$ cat config.mk
export PLATFORM = sky130hd
export DESIGN_NAME = accel_interrupt_controller
export DESIGN_NICKNAME = d
export VERILOG_FILES = /design/src/rtl/accel_interrupt_controller.sv
export SDC_FILE = /design/constraint.sdc
export NUM_CORES = 1
export LEC_CHECK = 0
export BUFFER_PORTS_ARGS = -buffer_cell sky130_fd_sc_hd__buf_2
export CORE_ASPECT_RATIO = 0.6
export CORE_MARGIN = 10
export CORE_UTILIZATION = 35
export CTS_CLUSTER_DIAMETER = 80
export DETAILED_ROUTE_END_ITERATION = 6
export HOLD_SLACK_MARGIN = 0.12
export SLEW_MARGIN = 20
export SYNTH_ARGS = -nofsm -noshare
export SYNTH_HDL_FRONTEND = slang
export SYNTH_SLANG_ARGS = --single-unit
$ cat constraint.sdc
create_clock -name clock -period 4.6 [get_ports clock]
set_clock_uncertainty 0.2 [all_clocks]
set_input_delay 0.46 -clock clock [delete_from_list [all_inputs] [get_ports clock]]
set_output_delay 0.46 -clock clock [all_outputs]
set_load 0.05 [all_outputs]
$ cat src/rtl/accel_interrupt_controller.sv
// Accelerator interrupt controller.
// Collects per-source requests into a pending set, grants one source at a time, and drives
// the fetch unit's redirect path: a vectoring redirect to the source's handler, then a
// return redirect to the saved PC once decode signals handler return.
// Build option: define AIC_FIXED_PRIORITY_EN for fixed priority (lowest eligible index wins);
// otherwise arbitration is round-robin starting at rr_ptr.
module accel_interrupt_controller #(
  parameter int unsigned NUM_SRC      = 4,
  parameter int unsigned ADDRESS_BITS = 20,
  parameter int unsigned VECTOR_SHIFT = 4
) (
  input  logic                       clock,
  input  logic                       reset,
  input  logic [NUM_SRC-1:0]         irq_req,
  input  logic [NUM_SRC-1:0]         irq_mask,
  input  logic                       irq_enable,
  input  logic [ADDRESS_BITS-1:0]    vector_base,
  input  logic [ADDRESS_BITS-1:0]    resume_PC,
  input  logic                       resume_valid,
  input  logic                       int_return,
  output logic                       accel_interrupt,
  output logic [ADDRESS_BITS-1:0]    INT_target,
  output logic [NUM_SRC-1:0]         irq_ack,
  output logic [$clog2(NUM_SRC)-1:0] active_id,
  output logic                       in_service
);

  localparam int unsigned IdBits = $clog2(NUM_SRC);

  typedef enum logic [1:0] {StIdle, StFire, StService, StReturn} state_t;

  state_t                  state_q;
  logic [NUM_SRC-1:0]      pending_q;
  logic [ADDRESS_BITS-1:0] epc_q;
  logic [IdBits-1:0]       rr_ptr_q;

  logic [NUM_SRC-1:0]      eligible;
  logic [IdBits-1:0]       winner;
  logic                    found;
  logic                    grant;
  logic [NUM_SRC-1:0]      winner_onehot;
  logic [IdBits-1:0]       rr_next;
  logic [ADDRESS_BITS-1:0] vec_target;
  logic [IdBits-1:0]       idx;

  assign eligible = pending_q & ~irq_mask;

  // Pick the first eligible source, scanning upward from rr_ptr and wrapping to 0.
  always_comb begin
    winner = '0;
    found  = 1'b0;
    idx    = '0;
    for (int unsigned i = 0; i < NUM_SRC; i++) begin
      idx = IdBits'((32'(rr_ptr_q) + i) % NUM_SRC);
      if (!found && eligible[idx]) begin
        found  = 1'b1;
        winner = idx;
      end
    end
  end

  // Grant decode, next round-robin pointer and handler address for the winner.
  always_comb begin
    grant         = (state_q == StIdle) && irq_enable && resume_valid && found;
    winner_onehot = NUM_SRC'(1) << winner;
    rr_next       = (32'(winner) == NUM_SRC - 1) ? '0 : winner + 1'b1;
    // Modulo-2^ADDRESS_BITS add: overflow wraps silently.
    vec_target    = vector_base + (ADDRESS_BITS'(winner) << VECTOR_SHIFT);
  end

  // Pending set: a new request in the same cycle as its grant keeps the bit set.
  always_ff @(posedge clock) begin
    if (reset) begin
      pending_q <= '0;
    end else begin
      pending_q <= (pending_q & ~(grant ? winner_onehot : '0)) | irq_req;
    end
  end

  // Service sequencer; every output is registered here.
  always_ff @(posedge clock) begin
    if (reset) begin
      state_q         <= StIdle;
      accel_interrupt <= 1'b0;
      INT_target      <= '0;
      irq_ack         <= '0;
      active_id       <= '0;
      in_service      <= 1'b0;
      epc_q           <= '0;
      rr_ptr_q        <= '0;
    end else begin
      unique case (state_q)
        StIdle: begin
          if (grant) begin
            state_q         <= StFire;
            active_id       <= winner;
            epc_q           <= resume_PC;
`ifdef AIC_FIXED_PRIORITY_EN
            rr_ptr_q        <= '0;
`else
            rr_ptr_q        <= rr_next;
`endif
            accel_interrupt <= 1'b1;
            INT_target      <= vec_target;
            irq_ack         <= winner_onehot;
          end
        end
        StFire: begin
          accel_interrupt <= 1'b0;
          irq_ack         <= '0;
          in_service      <= 1'b1;
          state_q         <= StService;
        end
        StService: begin
          // No nesting: new requests only accumulate in pending meanwhile.
          if (int_return) begin
            accel_interrupt <= 1'b1;
            INT_target      <= epc_q;
            state_q         <= StReturn;
          end
        end
        StReturn: begin
          accel_interrupt <= 1'b0;
          in_service      <= 1'b0;
          state_q         <= StIdle;
        end
        default: state_q <= StIdle;
      endcase
    end
  end

endmodule

==> results of run 1 <==
==> synth_stat cells, drive strengths merged (6+ instances only) <==
library cell and count:
a211oi 7, a21oi 43, buf 12, clkbuf 7
dfxtp 56, ha 11, inv 11, mux2i 8
nand2 65, nand2b 15, nand3 8, nor2 25
nor3 6, o211ai 12, xnor2 6, xor2 8
==> sequential cells by signal (all words and copies together), names as in the netlist <==
| name | flops |
|---|---|
| INT_target | 20 |
| accel_interrupt | 1 |
| active_id | 2 |
| epc_q | 20 |
| in_service | 1 |
| irq_ack | 4 |
| pending_q | 4 |
| rr_ptr_q | 2 |
| state_q | 2 |
==> worst max-delay path by stage <==
stage | depth (start not counted) | slack, ps | to
floorplan | 11 | 1760 | INT_target[17]$_SDFFE_PP0P_
global placement | 12 | 1440 | INT_target[17]$_SDFFE_PP0P_
detailed placement | 12 | 1330 | INT_target[17]$_SDFFE_PP0P_
CTS | 8 | 1530 | INT_target[11]$_SDFFE_PP0P_
global route | 8 | 1210 | INT_target[11]$_SDFFE_PP0P_
finish | 8 | 1590 | INT_target[11]$_SDFFE_PP0P_
==> cell families after synthesis <==
family / count (synthesis) / share of synthesized area, %
AOI/OAI and AO/OA: 78 / 18.7
xor gates and xnor gates: 14 / 4.50
adders and majority gates: 12 / 5.78
buffers and inverters: 30 / 5.05
DFF: 56 / 41.1
muxes: 8 / 2.94
and+or+nand+nor: 134 / 21.9
==> final cells by class <==
type                            instances  area (sq um)  share of cell area (%)
Clock buffer                            6           129                    3.84
Timing Repair Buffer                   84           430                    12.8
Clock inverter                          2          35.0                    1.04
Multi-Input combinational cell        246          1470                    43.8
Sequential cell                        56          1120                    33.4
Inverter                               11          41.3                    1.23
Tap cell                              104           130                    3.88
==> where the power goes <==
| group | internal, mW | switching (mW) |
|---|---|---|
| combinational | 0.166 | 0.382 |
| clock | 0.257 | 0.178 |
| sequential | 0.548 | 0.0366 |
==> placed cells by master (no fill, tap or decap), types with 8 or more instances in the layout <==
cell type   n
a21oi_1    43
buf_2      80
dfxtp_1    56
ha_1       11
inv_1      11
mux2i_1     8
nand2_1    65
nand2b_1   15
nand3_1     8
nor2_1     25
o211ai_1   12
xor2_1      8
==> per-layer routing <==
layer / up-vias / share of wire (%)
met5: - / 0
met4: 0 / 1.2
met3: 9 / 8.2
met2: 69 / 40
met1: 1118 / 51
li1: 1282 / -
==> worst reg2reg max path, stage by stage (launching register included) <==
cell	delay, ps
dfxtp_1	350
inv_1	120
ha_1	320
nand3_1	180
a41oi_2	180
buf_4	350
o22a_1	830
o211ai_1	220
a21oi_1	190
==> metrics by stage <==
step	instance area, sq um	util [%]	instances
global route	3350	45.2	509
finish	3350	45.2	509
floorplan	2730	-	332
detailed placement	3190	43.0	501
global placement	3190	43.0	501
CTS	3350	45.2	509
==> results.toml, run 1 <==
[sta]
timing.slew.headroom_pct = 37.8
rsz0062_at_grt = "false"
tightest_slew_ps = 934
hold_violations = 0
fin_setup_tns_ps = 0
worst_slack_ps = 1590
timing.hold.ws_ps = 168
layout_min_cycle_time_ps = 3010
slew_violations = 0
report.final.setup_viol = 0
max_freq_mhz = 332
fin_crit_sh_pct = 65.5

[floorplanning]
num_io_pins = 81
die_area_sq_um = 11800
start_util_pct = 36.8
rows = 24
die_y_um = 88.4
fp.dieW_um = 134
core_sq_um = 7420

[drt]
via_count = 2478
viasPerCell = 4.87
drt-total-wl_mm = 7.93
wl_per_cell_um = 15.6
dr.pass1.iters = 4
drc = 0
drtIter0Drc = 150
ant_nets = 0

[cts]
clockBufferDepth = 2
clock_sinks = 56
postCtsSetupRepairBufs = 0
post_cts_resized = 0
cts_made_buffers = 5
htree_levels = 2
clk_pin_slew_ps = 70
cts_tree = "built"
clk_latency_ps = 300
hold_buffers = 0
root_buffer = "clkbuf_16"

[final_layout]
area_delta_synth_final_pct = 23.0
drive_gt1_share_pct = 23.7
filler_cell_count = 777
final_nets = 469
diodes = 0

[pwr]
p_leak_nw = 1.40
powerDensity_nw_per_um2 = 467
p_total_mw = 1.57
peakVddDrop_mv = 0.181

[synthesis]
yosys_register_bits = 56
ys_top_cells_by_area = "dfxtp_1 41%, nand2_1 8.9%, a21oi_1 7.9%, ha_1 5.0%, nand2b_1 3.4%"
syn_area_per_cell_sq_um = 8.21
syn-num-nets = 397
synth_top_area_share_pct = 41.1
synth_edf_count = 0
ys_seq_area_share_pct = 41.1
synth_cell_types = 38
netlist_area_sq_um = 2730
synth_ff_type = "dfxtp_1"
ys_warn_count = 0
synthArstFlopShare_pct = 0
synth_top_area_cell = "dfxtp_1"
netlist_instances = 332

[global_routing]
overflow = 0
antenna_found_initial = 0
met2_usage_pct = 19.4
grt_pass1_vias = 2523
met3_usage_pct = 5.71
grt_pass1_wl_mm = 12.9
top_usage_layer = "met2"
met1_usage_pct = 18.0
grt_usage_pct = 13.5
grt_max_degree = 31

[status]
status = "finished clean"

[min_path]
hp-start = "irq_req[0]"
hold_path.class = "in -> reg"
hold_path_depth = 3
hold_end = "pending_q[0]$_SDFF_PP0_"

[worst_setup_path]
rr_worst_depth = 8
critPathLaunchType = "register"
worst_r2r_endpoint = "INT_target[11]$_SDFFE_PP0P_"
ff2ff_setup_slack_ps = 1590
critPathKind = "reg -> reg"
r2r-start = "state_q[0]$_SDFFE_PP0P_"
critPathMaxStageDelay_ps = 830
worst_ep_arrival_time_ps = 3040
critPathSlowestCell = "o22a_1"
path_buf_inv = 2
required_ps = 4630
crit_start = "state_q[0]$_SDFFE_PP0P_"
worstSetupEndpointType = "register"
crit_fanout = 29
path_delay_family = "compound AO/OA/AOI/OAI gates"
path_cells = "inv_1 -> ha_1 -> nand3_1 -> a41oi_2 -> buf_4 -> o22a_1 -> o211ai_1 -> a21oi_1"

[placed_design]
io_buffer_count = 80
detailed_place_hpwl_mm = 5.84
gp_congestion = 0.866
dp_slack_ps = 1330

[flow_run]
maxCapViolations = 0
(Power assumes the default switching activity.)
==> inputs of run 2 (changes only) <==
--- a/config.mk
+++ b/config.mk
@@ -5,6 +5,7 @@
 export SDC_FILE = /design/constraint.sdc
 export NUM_CORES = 1
 export LEC_CHECK = 0
+export ABC_AREA = 1
 export BUFFER_PORTS_ARGS = -buffer_cell sky130_fd_sc_hd__buf_2
 export CORE_ASPECT_RATIO = 0.6
 export CORE_MARGIN = 10
==> constraint.sdc (replaced) <==
create_clock -name clock -period 2.8 [get_ports clock]
set_clock_uncertainty 0.2 [all_clocks]
set_input_delay 0.28 -clock clock [delete_from_list [all_inputs] [get_ports clock]]
set_output_delay 0.28 -clock clock [all_outputs]
set_load 0.05 [all_outputs]
==> run 2 against run 1 <==
The run now ends with setup timing left. Highest routed layer unchanged. Sequential power rose by 110%. Sequential cell count is the same. Via count increased by 38%. Total power grew to 2.8 times the previous value. Non-clock buffer count rose by 53. Largest power group is now combinational cells. Die area up 13%. Critical path type unchanged.
==> results.toml, run 2 <==
[worst_setup_path]
path_cells = "inv_8 -> nand3_4 -> nand3_4 -> nand2_4 -> buf_4 -> nand4_2 -> nand3_2 -> inv_2 -> ha_4 -> fa_2 -> nand3_4 -> inv_2 -> nand3b_1 -> nand2_1 -> a21boi_2 -> nand3_1 -> nand2_1 -> nor2_1"
critPathLaunchType = "register"
crit_fanout = 8
critPathSlowestCell = "dfxtp_4"
crit_start = "rr_ptr_q[0]$_SDFFE_PP0P_"
path_delay_family = "simple AND/OR/NAND/NOR gates"
r2r-start = "rr_ptr_q[0]$_SDFFE_PP0P_"
critPathMaxStageDelay_ps = 460
crit_path_frequent_cell = "nand3_4"
path_buf_inv = 4
critPathKind = "reg -> reg"
worstSetupEndpointType = "register"
worst_ep_arrival_time_ps = 2830
required_ps = 2800

[pwr]
combPwrFrac_pct = 56.6
seq_power_share_pct = 27.2
p_total_mw = 4.41
p_clk_share_pct = 16.2
p_sw_mw = 2.07
powerDensity_nw_per_um2 = 983
internal_power_mw = 2.34
swShare_pct = 47.0
p_leak_nw = 2.17
peakVddDrop_mv = 0.438

[sta]
hold_violations = 0
fin_setup_tns_ps = -54.5
max_freq_mhz = 354
worst_slack_ps = -27.9
report.final.setup_viol = 3
slew_violations = 0
layout_min_cycle_time_ps = 2830
fin_crit_sh_pct = 101
timing.slew.headroom_pct = 61.3
rsz0062_at_grt = "true"
tightest_slew_ps = 580

[min_path]
hold_path.class = "in -> reg"
hp-start = "vector_base[1]"

[final_layout]
largest_registers = "INT_target x20, epc_q x20"
area_delta_synth_final_pct = 41.1
mostFrequentLayoutCells = "103 x nand2_1, 86 x nor2_1, 80 x buf_2, 52 x dfxtp_1, 40 x nand3_1"
final_nets = 669
diodes = 0
drive_gt1_share_pct = 29.5
final_common_cell = "nand2_1"

[synthesis]
synth_top_area_cell = "dfxtp_1"
yosys_register_bits = 56
ys_top_cells_by_area = "dfxtp_1 35%, nand2_1 13%, nor2_1 11%, nand3_1 8.5%, a21oi_1 4.4%"
synth_cell_types = 32
synthArstFlopShare_pct = 0
synthMostInstantiatedCell = "nand2_1"
netlist_area_sq_um = 3180
synth_edf_count = 0
ys_warn_count = 0
synth_top_area_share_pct = 35.3
synth_common_cells = "114 x nand2_1, 89 x nor2_1, 56 x dfxtp_1"
netlist_instances = 482
syn_area_per_cell_sq_um = 6.59
syn-num-nets = 547
ys_seq_area_share_pct = 35.3
synth_ff_type = "dfxtp_1"

[cts]
cts_tree = "built"
cts_made_buffers = 5
clk_pin_slew_ps = 70
clock_sinks = 56
htree_levels = 2
root_buffer = "clkbuf_16"
clk_latency_ps = 300
clockBufferDepth = 2

[global_routing]
grt_pass1_wl_mm = 16.6
grt_pass1_vias = 3413
grt_usage_pct = 15.1
antenna_found_initial = 0
overflow = 0
grt_max_degree = 46

[drt]
wl_per_cell_um = 14.2
viasPerCell = 4.77
drc = 0
dr.pass1.iters = 4
via_count = 3410
drt-total-wl_mm = 10.2
drtIter0Drc = 198
ant_nets = 0

[floorplanning]
die_y_um = 93.8
fp.dieW_um = 143
start_util_pct = 36.6
num_io_pins = 81
rows = 26
die_area_sq_um = 13400
core_sq_um = 8690

[placed_design]
detailed_place_hpwl_mm = 7.27
dp_slack_ps = -453
gp_congestion = 0.875
io_buffer_count = 80

[status]
status = "complete, but fails checks"
violations = "setup timing"

[flow_run]
maxCapViolations = 0
run 2: path summary, 6_finish.rpt:
path	depth (start not counted)	slack, ps	end
worst min register to register	2	260	active_id[0]$_SDFFE_PP0P_
worst min-delay path	5	120	INT_target[1]$_SDFFE_PP0P_
worst max register to register	18	-30	INT_target[14]$_SDFFE_PP0P_
worst max-delay path	18	-30	INT_target[14]$_SDFFE_PP0P_
run 2: cell type report:
| type | instances | area [sq um] |
|---|---|---|
| fillers | 856 | 4200 |
| repair buffers | 137 | 898 |
| clock buffers | 5 | 125 |
| multi-input cells | 363 | 1990 |
| well taps | 112 | 140 |
| clock inverters | 1 | 30.0 |
| inverters | 41 | 169 |
| flip-flops and latches | 56 | 1130 |
run 2: through the flow:
stage | std cells | util [%] | hold slack, ps | area, sq um
floorplan | 482 | - | 214 | 3180
global placement | 671 | 42.9 | 252 | 3720
detailed placement | 671 | 42.9 | 256 | 3720
CTS | 712 | 49.7 | 126 | 4320
global route | 715 | 51.6 | 187 | 4490
finish | 715 | 51.6 | 119 | 4490
run 2: per-layer routing:
| layer | global-route usage, % | routed length [um] | vias to the layer above |
|---|---|---|---|
| met5 | 0 | 0 | - |
| met4 | 3.85 | 104 | 0 |
| met3 | 4.14 | 582 | 9 |
| met2 | 25.2 | 4750 | 69 |
| met1 | 18.9 | 4750 | 1550 |
| li1 | - | - | 1782 |
run 2: power by group through the flow:
stage	Clock, mW	Sequential [mW]	Combinational [mW]
global route	0.749	1.23	2.76
floorplan	0	1.67	1.14
finish	0.713	1.20	2.50
detailed placement	0	1.20	2.21
CTS	0.721	1.19	2.35
global placement	0	1.19	2.20
run 2: logic make-up after synthesis:
kind of cell	share of synthesized area, %
AOI/OAI and AO/OA	9.76
xor gates and xnor gates	1.10
adders and majority gates	4.96
buffers and inverters	9.25
DFF	35.3
muxes	0.315
and+or+nand+nor	39.3
run 2: tightest hold or removal path: stages:
cell     delay (ps)
buf_2            80
nand2_1          40
nand2_1          50
nor2_1           40
nor2_1           90
run 2: repair_timing:
action,in CTS,in global routing
hold buffers,31,0
resized for setup,29,41
hold endpoints to repair,32,0
pin swaps,8,16
buffers inserted,4,6
setup endpoints to repair,13,17
==> inputs of run 3 (changes only) <==
==> constraint.sdc (replaced) <==
create_clock -name clock -period 3.1 [get_ports clock]
set_clock_uncertainty 0.2 [all_clocks]
set_input_delay 0.31 -clock clock [delete_from_list [all_inputs] [get_ports clock]]
set_output_delay 0.31 -clock clock [all_outputs]
set_load 0.05 [all_outputs]
==> run 3 against run 2 <==
The run now ends clean. Cell area down 8.6%. First-iteration DRC count shrank 12%. Sequential cell count unchanged. Setup slack better by 260 ps. Critical path depth is 1 higher. Combinational power decreased by 20%. Highest routed layer unchanged.
==> results.toml, run 3 (synthesis gave the netlist of run 2 again) <==
[global_routing]
grt_max_degree = 32
grt_pass1_wl_mm = 16.2
grt_usage_pct = 14.7
overflow = 0
grt_pass1_vias = 3359
antenna_found_initial = 0

[flow_run]
maxCapViolations = 0

[cts]
root_buffer = "clkbuf_16"
clk_latency_ps = 290
clockBufferDepth = 2
clk_pin_slew_ps = 70
htree_levels = 2
clock_sinks = 56
cts_tree = "built"
cts_made_buffers = 5

[worst_setup_path]
worst_ep_arrival_time_ps = 2860
r2r-start = "rr_ptr_q[0]$_SDFFE_PP0P_"
critPathKind = "reg -> reg"
critPathSlowestCell = "dfxtp_4"
critPathLaunchType = "register"
ff2ff_setup_slack_ps = 230
required_ps = 3080
worst_r2r_endpoint = "INT_target[9]$_SDFFE_PP0P_"
critPathMaxStageDelay_ps = 390
rr_worst_depth = 19
path_cells = "buf_4 -> nand2_1 -> nand2_2 -> nand3_2 -> a21oi_2 -> nand3_1 -> nand2_2 -> nand2_2 -> ha_1 -> nand3_1 -> nand2_2 -> nand2_1 -> buf_4 -> o21ai_0 -> nand3_1 -> o21ai_0 -> nand3_1 -> nand2_1 -> nor2_1"
crit_fanout = 6
worstSetupEndpointType = "register"

[floorplanning]
core_sq_um = 8690
start_util_pct = 36.6
num_io_pins = 81
rows = 26
die_y_um = 93.8
die_area_sq_um = 13400
fp.dieW_um = 143

[sta]
tightest_slew_ps = 681
worst_slack_ps = 227
timing.slew.headroom_pct = 54.3
rsz0062_at_grt = "false"
slew_violations = 0
layout_min_cycle_time_ps = 2870
report.final.setup_viol = 0
max_freq_mhz = 348
hold_violations = 0
timing.hold.ws_ps = 142
fin_crit_sh_pct = 92.7

[drt]
drc = 0
via_count = 3371
wl_per_cell_um = 13.9
dr.pass1.iters = 5
viasPerCell = 4.86
ant_nets = 0
drt-total-wl_mm = 9.67
drtIter0Drc = 175

[final_layout]
diodes = 0
layout.cells.non_filler = 694
final_common_cell = "nand2_1"
final_util_pct = 47.2
final_nets = 646
mostFrequentLayoutCells = "110 x nand2_1, 87 x nor2_1, 80 x buf_2, 54 x dfxtp_1, 51 x nand3_1"
area_delta_synth_final_pct = 29.1
largest_registers = "INT_target x20, epc_q x20"
drive_gt1_share_pct = 22.5

[status]
status = "finished clean"

[min_path]
hp-start = "reset"
hold_path_depth = 2
hold_path.class = "in -> reg"
hold_end = "irq_ack[3]$_SDFFE_PP0P_"

[pwr]
p_leak_nw = 2.02
powerDensity_nw_per_um2 = 887
peakVddDrop_mv = 0.430

[placed_design]
gp_congestion = 0.923
detailed_place_hpwl_mm = 7.26
dp_slack_ps = -24.6
io_buffer_count = 80
dp_cells = 661
-- run 3: changes by cell type in the layout (fill, tap and decap cells not counted), sizes merged --
cell / change
bufinv: -1
clkbuf: +3
dlygate4sd3: -4
buf: -19
-- run 3: layer usage --
metal  global-route usage [%]  routed length, um
met5                        0                  0
met2                     23.7               4290
met1                     19.2               4640
met4                     3.33                115
met3                     3.94                623
-- run 3: how the worst max path moves through the flow --
stage                                   from                     endpoint  slack [ps]  cells after the start
floorplan           rr_ptr_q[0]$_SDFFE_PP0P_  INT_target[14]$_SDFFE_PP0P_         360                     21
global placement    rr_ptr_q[0]$_SDFFE_PP0P_  INT_target[14]$_SDFFE_PP0P_         -30                     19
detailed placement  rr_ptr_q[0]$_SDFFE_PP0P_  INT_target[14]$_SDFFE_PP0P_         -20                     19
CTS                 rr_ptr_q[0]$_SDFFE_PP0P_  INT_target[14]$_SDFFE_PP0P_          70                     17
global route        rr_ptr_q[0]$_SDFFE_PP0P_   INT_target[9]$_SDFFE_PP0P_          20                     19
finish              rr_ptr_q[0]$_SDFFE_PP0P_   INT_target[9]$_SDFFE_PP0P_         230                     19
-- run 3: layout make-up --
| class | count | area, sq um |
|---|---|---|
| multi-input cells | 363 | 1820 |
| inverters | 41 | 156 |
| repair buffers | 114 | 716 |
| well taps | 112 | 140 |
| flip-flops and latches | 56 | 1130 |
| clock buffers | 8 | 146 |
| fillers | 914 | 4580 |
-- run 3: critical path, delay by kind of cell (launching register included) --
kind	cells	cell delay (ps)
AOI/OAI and AO/OA	3	440
and+or+nand+nor	13	1160
adders and majority gates	1	280
DFF	1	390
buffers and inverters	2	280
-- run 3: report_power, final --
group          leakage [nW]  internal [mW]  switching [mW]  total (mW)
combinational          1.49          0.629            1.36        1.99
sequential            0.460          0.939           0.135        1.07
clock                0.0712          0.323           0.249       0.572
total                  2.02           1.89            1.75        3.64
-- run 3: timing repair --
action                                 CTS  global route
pin swaps                                0             3
buffers inserted                         0             1
hold buffers                            24             0
setup endpoints to repair                3            12
endpoints found under the hold margin   24             0
resized for setup                        1            21
cloned                                   0             0
-- run 3: metrics by stage --
stage	setup TNS [ps]	area (sq um)	power, mW
2_1_floorplan	0	3180	2.54
3_3_place_gp	-36.4	3650	2.99
3_5_place_dp	-30.4	3650	3.00
4_1_cts	0	4040	3.61
5_1_grt	0	4100	3.97
6_report	0	4100	3.64
